**src/rtl/mux_operand_feeder.sv**
```systemverilog
// mux_operand_feeder
//   Operand stage that feeds a 2:1 selector (Y = A ? D[1] : D[0]).
//   Buffers (sel, data) pairs in a DEPTH-entry FIFO. It pops one pair per
//   cycle into the registered mux_a/mux_d drives and samples the selector's
//   mux_y back at the following edge. Samples are packed MSB-first (oldest
//   result in the MSB) into an RES_W-bit word. When the word is full,
//   res_valid pulses for one cycle.
//
// Optional build macro: MUX_FEEDER_SELF_CHECK_EN
//   Defined   : mux_y is compared against the locally recomputed selector
//               result while driving; any mismatch sets the sticky err flag.
//   Undefined : no comparator; err is tied low.
//
// Ports
//   clk        rising-edge clock
//   rst        synchronous, active-high reset
//   in_valid   operand pair offered
//   in_ready   FIFO can accept (!full)
//   in_sel     select bit, later driven on mux_a
//   in_data    data pair, later driven on mux_d
//   mux_a      registered selector A drive
//   mux_d      registered selector D[1:0] drive
//   mux_y      selector output Y (combinational from mux_a/mux_d)
//   res_bits   packed results, oldest in MSB
//   res_valid  one-cycle pulse; res_bits is complete in that cycle
//   res_count  results captured into the current word
//   busy       state != IDLE or FIFO non-empty
//   err        sticky self-check mismatch flag
module mux_operand_feeder #(
  parameter int DEPTH = 4,
  parameter int RES_W = 8
) (
  input  logic                       clk,
  input  logic                       rst,
  input  logic                       in_valid,
  output logic                       in_ready,
  input  logic                       in_sel,
  input  logic [1:0]                 in_data,
  output logic                       mux_a,
  output logic [1:0]                 mux_d,
  input  logic                       mux_y,
  output logic [RES_W-1:0]           res_bits,
  output logic                       res_valid,
  output logic [$clog2(RES_W+1)-1:0] res_count,
  output logic                       busy,
  output logic                       err
);

  localparam int AW  = $clog2(DEPTH);
  localparam int CW  = $clog2(DEPTH + 1);
  localparam int RCW = $clog2(RES_W + 1);

  typedef enum logic [1:0] {IDLE, DRIVE, DONE} state_t;

  state_t state, state_next;

  logic [2:0]    mem [DEPTH];
  logic [AW-1:0] wr_ptr, rd_ptr;
  logic [CW-1:0] count;
  logic          full, empty;
  logic          push, pop;
  logic [2:0]    head;
  logic [RCW-1:0] res_count_inc;
  logic           word_done;

  assign full          = (count == CW'(DEPTH));
  assign empty         = (count == '0);
  // in_ready depends only on full, so a push is refused when the FIFO is
  // full even if a pop happens in the same cycle.
  assign push          = in_valid && !full;
  assign head          = mem[rd_ptr];
  assign res_count_inc = res_count + RCW'(1);
  assign word_done     = (state == DRIVE) && (res_count_inc == RCW'(RES_W));

  // State register
  always_ff @(posedge clk) begin
    if (rst) state <= IDLE;
    else     state <= state_next;
  end

  // Next-state and pop decision. DONE pops like IDLE in its exit edge.
  always_comb begin
    state_next = state;
    pop        = 1'b0;
    unique case (state)
      IDLE, DONE: begin
        if (!empty) begin
          pop        = 1'b1;
          state_next = DRIVE;
        end else begin
          state_next = IDLE;
        end
      end
      DRIVE: begin
        if (word_done) begin
          state_next = DONE;
        end else if (!empty) begin
          pop        = 1'b1;
          state_next = DRIVE;
        end else begin
          state_next = IDLE;
        end
      end
      default: begin
        state_next = IDLE;
      end
    endcase
  end

  // Outputs decoded from state and occupancy
  always_comb begin
    res_valid = (state == DONE);
    busy      = (state != IDLE) || !empty;
    in_ready  = !full;
  end

  // FIFO storage (no reset needed; occupancy gates every read)
  always_ff @(posedge clk) begin
    if (push) mem[wr_ptr] <= {in_sel, in_data};
  end

  // FIFO pointers, occupancy, selector drives, result packing
  always_ff @(posedge clk) begin
    if (rst) begin
      wr_ptr    <= '0;
      rd_ptr    <= '0;
      count     <= '0;
      mux_a     <= 1'b0;
      mux_d     <= '0;
      res_bits  <= '0;
      res_count <= '0;
    end else begin
      if (push) wr_ptr <= wr_ptr + AW'(1);
      if (pop) begin
        rd_ptr <= rd_ptr + AW'(1);
        mux_a  <= head[2];
        mux_d  <= head[1:0];
      end
      unique case ({push, pop})
        2'b10:   count <= count + CW'(1);
        2'b01:   count <= count - CW'(1);
        default: count <= count;
      endcase
      unique case (state)
        DRIVE: begin
          res_bits  <= {res_bits[RES_W-2:0], mux_y};
          res_count <= res_count_inc;
        end
        DONE: begin
          res_bits  <= '0;
          res_count <= '0;
        end
        default: begin
          res_bits  <= res_bits;
          res_count <= res_count;
        end
      endcase
    end
  end

`ifdef MUX_FEEDER_SELF_CHECK_EN
  logic expected_y;
  assign expected_y = mux_a ? mux_d[1] : mux_d[0];

  always_ff @(posedge clk) begin
    if (rst)                                       err <= 1'b0;
    else if (state == DRIVE && mux_y != expected_y) err <= 1'b1;
  end
`else
  assign err = 1'b0;
`endif

endmodule

```
**config.mk**
```make
export PLATFORM = sky130hd
export DESIGN_NAME = mux_operand_feeder
export DESIGN_NICKNAME = d
export VERILOG_FILES = /design/src/rtl/mux_operand_feeder.sv
export SDC_FILE = /design/constraint.sdc
export NUM_CORES = 1
export LEC_CHECK = 0
export BUFFER_PORTS_ARGS = -buffer_cell sky130_fd_sc_hd__buf_2
export CAP_MARGIN = 15
export CELL_PAD_IN_SITES_DETAIL_PLACEMENT = 0
export CELL_PAD_IN_SITES_GLOBAL_PLACEMENT = 2
export CORE_UTILIZATION = 36
export DETAILED_ROUTE_END_ITERATION = 7
export PLACE_DENSITY = 0.77
export SLEW_MARGIN = 15
export SYNTH_ARGS = -nofsm -noshare
export SYNTH_HDL_FRONTEND = slang
export SYNTH_SLANG_ARGS = --single-unit
```
**constraint.sdc**
```tcl
create_clock -name clk -period 3 [get_ports clk]
set_input_delay 0.3 -clock clk [delete_from_list [all_inputs] [get_ports clk]]
set_output_delay 0.3 -clock clk [all_outputs]
set_load 0.1 [all_outputs]
```
==> metrics.md, run 1 <==
| Metric | Value |
|---|---|
| Yosys warnings | 0 |
| Clock latency on the worst-skew pair | about 0.28 ns |
| Initial antenna violation count | 0 |
| Nature of the critical path endpoint | register |
| Tmin final | about 2.7 ns |
| Final setup fails | 0 |
| Post-synthesis register bit count | 36 |
| Slew Limit Headroom | 0.646 |
| Routed wire length | just over 3 mm |
| Port bufs | 24 |
| Overflow after GRT | 0 |
| Mean Syn Cell Area | between 10 and 15 um2 |
| Final setup TNS | 0 ns |
| Antenna diode count | 0 |
| Total GRT Usage | 0.140 |
| Row count | 24 |
| Ys async rst share | 0 |
| WS Path Type | register to register |
| WL per Instance | between 10 and 15 um |
| Layout cell share with drive strength beyond 1 | 0.238 |
| Drt pass-1 iters | 6 |
| Largest net degree at the start of global routing | 26 |
| CTS tree | built |
| PD cells | approximately 870 nW/um2 |
| Failing checks | DRC |
| Clock buffer depth | 2 |
| DPL Wire Length | around 2.2 mm |
| Global-route wire length before repair | 5.30 mm |
| RSZ-0062 raised after global routing | false |
| Placer Congestion | roughly 0.68 |
| Final Hold Viols | 0 |
| Final slew viol count | 0 |
| Netlist cell types | 34 |
| Worst Hold Class | primary input to register |
| Synth Cell Area | 1690 um2 |
| Clock sinks | 36 |
| Die Y | ~71 um |
| DRC violation total after the first TritonRoute iteration | 31 |
| Synth-to-Final Area Change | 14.1% |
| Ports | 26 |
| Final Core Density | 0.434 |
| Layout fillers | roughly 440 |
| CTS Buf Count | 5 |
| Final antenna-violating net count | 0 |
| Fmax | 0.376 GHz |
| DR vias | between 1000 and 1500 |
| Register area share after synthesis | 0.498 |
| Max rail drop VDD | roughly 0.36 mV |
| Setup Fix Bufs, Post-CTS | 0 |
| Die Wd | approximately 71 um |
| Clock-pin slew on the worst setup and hold paths | approximately 0.070 ns |
| Core footprint | roughly 4400 um2 |
| Max Fanout on Critical Path | 13 |
| Initial core utilization | 0.380 |
| CTS root buffer | clkbuf_8 |
| # nets final | slightly below 200 |
| Status | complete, but fails checks |
| DRC Markers | 2 |
| Final period utilization | 0.887 |
| Hold Buf Count CTS | 0 |
| Most used flip-flop cell after synthesis | dfxtp_1 |
| Pleak | roughly 0.77 nW |
| Post-synth top area cell | dfxtp_1 |
| Arrival @ worst endpoint | approximately 2.9 ns |
| Post-synth EDFFs | 12 |
| Required time of the critical path | approximately 3.2 ns |
| Htree depth | 2 |
| Cells taking the most area after synthesis | dfxtp_1 (28%), edfxtp_1 (21%), ha_1 (8.1%) |
| Syn_nets | 176 |
| Synth Instances | between 150 and 200 |
| Crit path launch type | register |
| Least-Margin Pin Slew | around 0.53 ns |
| Number of global-route vias before repair | between 1000 and 1500 |
| Max-cap violation count | 0 |
| Die ar. | 4970 um2 |
| Vias/cell | approximately 5 |
| # resized after CTS | 0 |
| Clock skew | 0.00548 ns |
| Top cell type's share of synthesized area | 0.284 |
cell usage in the layout, fill, tap and decap left out, types with 3 or more instances in the layout:
master,count
buf_2,24
dfxtp_1,22
a21oi_1,18
edfxtp_1,12
nor2_1,11
ha_1,11
inv_1,8
nand2b_1,8
nand3b_1,8
nand2_1,6
nand3_1,5
clkbuf_8,5
and3_1,4
nor2b_1,4
o21ai_0,3
mux4_2,3
o211ai_1,3
area by class of cell:
class | instances | area, um2 | share of cell area
Clock buffer | 7 | 76.3 | 0.0396
Clock inverter | 1 | 3.75 | 0.00195
Inverter | 8 | 30.0 | 0.0156
Multi-Input combinational cell | 105 | 790 | 0.409
Sequential cell | 36 | 843 | 0.437
Tap cell | 52 | 65.1 | 0.0337
Timing Repair Buffer | 24 | 120 | 0.0623
critical path: stages, from the launching register on:
cell and delay (ns):
dfxtp_1 0.33, inv_1 0.08, ha_1 0.39, or2_2 0.22, nand2_1 0.18, nand2_1 0.14, ha_1 0.19, inv_1 0.07
fa_1 0.38, xor2_1 0.16, or3_1 0.30, a21oi_1 0.14
cells in the mapped netlist (4+ instances only):
master and count:
inv_1 8, nor2_1 11, nand3_1 6, edfxtp_1 12, clkbuf_1 7, and3_1 4
ha_1 11, nor2b_1 4, nand3b_1 8, a21oi_1 18, dfxtp_1 24, nand2_1 6
nand2b_1 8
power by group:
part / switching [mW] / internal [mW]
Sequential: 0.0558 / 0.580
Combinational: 0.517 / 0.205
Clock: 0.161 / 0.162
routing by layer:
| layer | vias to the layer above | routed length, um | global-route usage |
|---|---|---|---|
| met1 | 547 | 1500 | 0.174 |
| met3 | 6 | 131 | 0.0462 |
| li1 | 586 | - | - |
| met4 | 0 | 56 | 0.0612 |
| met5 | - | 0 | 0 |
| met2 | 20 | 1370 | 0.221 |
logic make-up (layout without fill, tap and decap cells):
family,after synthesis,in the layout,synth area share
adders and majority gates,12,12,0.0933
xor gates and xnor gates,5,5,0.0304
and+or+nand+nor,53,53,0.174
AOI/OAI and AO/OA,29,29,0.109
other,1,1,0.00222
buffers and inverters,16,40,0.0378
muxes,5,5,0.0555
DFF,36,36,0.498
worst paths after layout:
check	from	end	slack [ns]	cells after the start
max	state[0]	count[2]	0.34	11
min	in_data[0]	mem[2][0]	0.25	1
max reg2reg	state[0]	count[2]	0.34	11
min reg2reg	mux_d[1]	mux_d[1]	0.47	2
stage by stage:
step	hold slack, ns	instance area (um2)	setup slack (ns)	cells	total power [mW]
after floorplan	0.399	1700	0.0613	157	1.26
after global placement	0.454	1850	0.507	225	1.36
after detailed placement	0.463	1850	0.327	225	1.37
after CTS	0.239	1930	0.333	233	1.70
after global routing	0.237	1930	0.173	233	1.78
final	0.250	1930	0.340	233	1.68
sequential cells by signal, indices dropped and copies added, names as in the netlist:
signal     count
state          2
count          3
rd_ptr         2
mux_a          1
mem           12
wr_ptr         2
res_count      4
mux_d          2
res_bits       8
Power figures use the tool's default switching activity.
==> inputs of run 2 (changes only) <==
CELL_PAD_IN_SITES_DETAIL_PLACEMENT = unset   (was 0)
CELL_PAD_IN_SITES_GLOBAL_PLACEMENT = unset   (was 2)
PLACE_DENSITY = 0.54   (was 0.77)
==> run 2 against run 1 <==
  * The flow still finishes with violations (DRC)
  * Cell count is the same
  * Global-route usage grew 0.28 points
  * Clock skew shrank 0.00092 ns
  * Hold slack lost 0.015 ns
  * Total power grew 0.30%
  * Critical path type unchanged
  * Critical endpoint unchanged
  * Highest routed layer unchanged
==> metrics.md, run 2 (same netlist as run 1, synthesis figures left out) <==
| Metric | Value |
|---|---|
| Status | complete, but fails checks |
| Failing checks | DRC |
| Arrival @ worst endpoint | ~2.9 ns |
| Die ar. | approximately 5000 um2 |
| Initial antenna violation count | 0 |
| Initial core utilization | 0.380 |
| # resized after CTS | 0 |
| Top Registers | mem x12, res_bits x8, res_count x4 |
| Htree depth | 2 |
| Port bufs | 24 |
| Synth-to-Final Area Change | 14.2% |
| Slowest library cell on the worst path | ha_1 |
| Pleak | between 0.7 and 0.8 nW |
| Clock buffer depth | 2 |
| CP Cell Sequence | inv_1, ha_1, or2_2, nand2_1, nand2_1, ha_1, inv_1, fa_1, xor2_1, or3_1, a21oi_1 |
| Setup Fix Bufs, Post-CTS | 0 |
| Crit path launch type | register |
| Final slew viol count | 0 |
| WHS Path Cells | 1 |
| Fin cells | ~230 |
| Clock latency on the worst-skew pair | roughly 0.28 ns |
| WS Path Type | register to register |
| Final antenna-violating net count | 0 |
| Max incr delay on CP | around 0.38 ns |
| RSZ-0062 raised after global routing | false |
| Final Hold Viols | 0 |
| Placer Congestion | between 0.7 and 0.8 |
| Clock-pin slew on the worst setup and hold paths | ~0.070 ns |
| Total GRT Usage | 0.142 |
| Fin Hold WS | about 0.24 ns |
| Ports | 26 |
| Max-cap violation count | 0 |
| CTS tree | built |
| Hold Buf Count CTS | 0 |
| Routed wire length | 3.05 mm |
| Antenna diode count | 0 |
| Most common cell after layout, fill and taps aside | buf_2 |
| Row count | 24 |
| Global-route wire length before repair | approximately 5.4 mm |
| DRC Markers | 4 |
| Tmin final | between 2 and 3 ns |
| Clock skew | between 0.004 and 0.005 ns |
| Final period utilization | 0.885 |
| Overflow after GRT | 0 |
| PD cells | 874 nW/um2 |
| # nets final | slightly below 200 |
| DR vias | approximately 1100 |
| Nature of the critical path endpoint | register |
| Worst Hold Class | primary input to register |
| R2R cell count | 11 |
| Clock sinks | 36 |
| Final setup fails | 0 |
| Largest Register | mem |
| Placed insts | between 200 and 250 |
| Drt pass-1 iters | 6 |
| CTS root buffer | clkbuf_8 |
| Layout cell share with drive strength beyond 1 | 0.243 |
| Commonest non-fill, non-tap cells in the layout | buf_2 (24), dfxtp_1 (22), a21oi_1 (18), edfxtp_1 (12) |
| Number of global-route vias before repair | 1174 |
| WL per Instance | between 10 and 15 um |
| Largest net degree at the start of global routing | 26 |
| Die Wd | ~71 um |
| Max reg flops | 12 |
| Least-Margin Pin Slew | 0.508 ns |
| Core footprint | around 4400 um2 |
| DPL Wire Length | 2.25 mm |
| Vias/cell | slightly below 5 |
| CTS Buf Count | 5 |
| Max rail drop VDD | 0.346 mV |
| Final setup TNS | 0 ns |
| Max Fanout on Critical Path | 13 |
| Die Y | 70.5 um |
| Slew Limit Headroom | 0.662 |
| DRC violation total after the first TritonRoute iteration | 60 |
| Required time of the critical path | roughly 3.2 ns |
| Fmax | 0.377 GHz |
run 2: cell counts in the layout (fill, tap and decap cells not counted):
Identical to the previous run, type by type.
run 2: where the power goes:
part           leakage [nW]  switching (mW)  internal, mW
combinational         0.425           0.520         0.204
sequential            0.306          0.0563         0.580
clock                0.0422           0.163         0.163
run 2: stage by stage:
step	power (mW)	setup WS (ns)	util	cell area (um2)
2_1_floorplan	1.26	0.0613	-	1700
3_3_place_gp	1.35	0.512	0.416	1850
3_5_place_dp	1.38	0.365	0.416	1850
4_1_cts	1.71	0.330	0.434	1930
5_1_grt	1.80	0.0762	0.434	1930
6_report	1.69	0.346	0.434	1930
run 2: worst paths after layout:
kind | slack [ns] | start | endpoint
setup reg to reg | 0.35 | state[0] | count[2]
setup / recovery | 0.35 | state[0] | count[2]
hold reg to reg | 0.47 | res_bits[7] | res_bits[7]
hold / removal | 0.24 | in_data[0] | mem[3][0]
run 2: layer usage:
metal | track usage | wire (um) | up-vias
met3 | 0.0491 | 124 | 5
li1 | - | - | 583
met1 | 0.181 | 1490 | 519
met2 | 0.231 | 1420 | 22
met4 | 0.0408 | 29 | 0
met5 | 0 | 0 | -
run 2: critical path, delay by kind of cell, from the launching register on:
| family | cells | cell delay [ns] |
|---|---|---|
| adders and majority gates | 3 | 0.94 |
| AOI/OAI and AO/OA | 1 | 0.16 |
| and+or+nand+nor | 4 | 0.85 |
| DFF | 1 | 0.33 |
| xor gates and xnor gates | 1 | 0.16 |
| buffers and inverters | 2 | 0.14 |
run 2: area by class of cell:
cell class                 count  area (um2)
multi-input combinational    105         790
sequential                    36         843
fill                         439        2510
clock inverter                 1        5.00
timing repair buffer          24         120
inverter                       8        30.0
tap                           52        65.1
clock buffer                   7        76.3
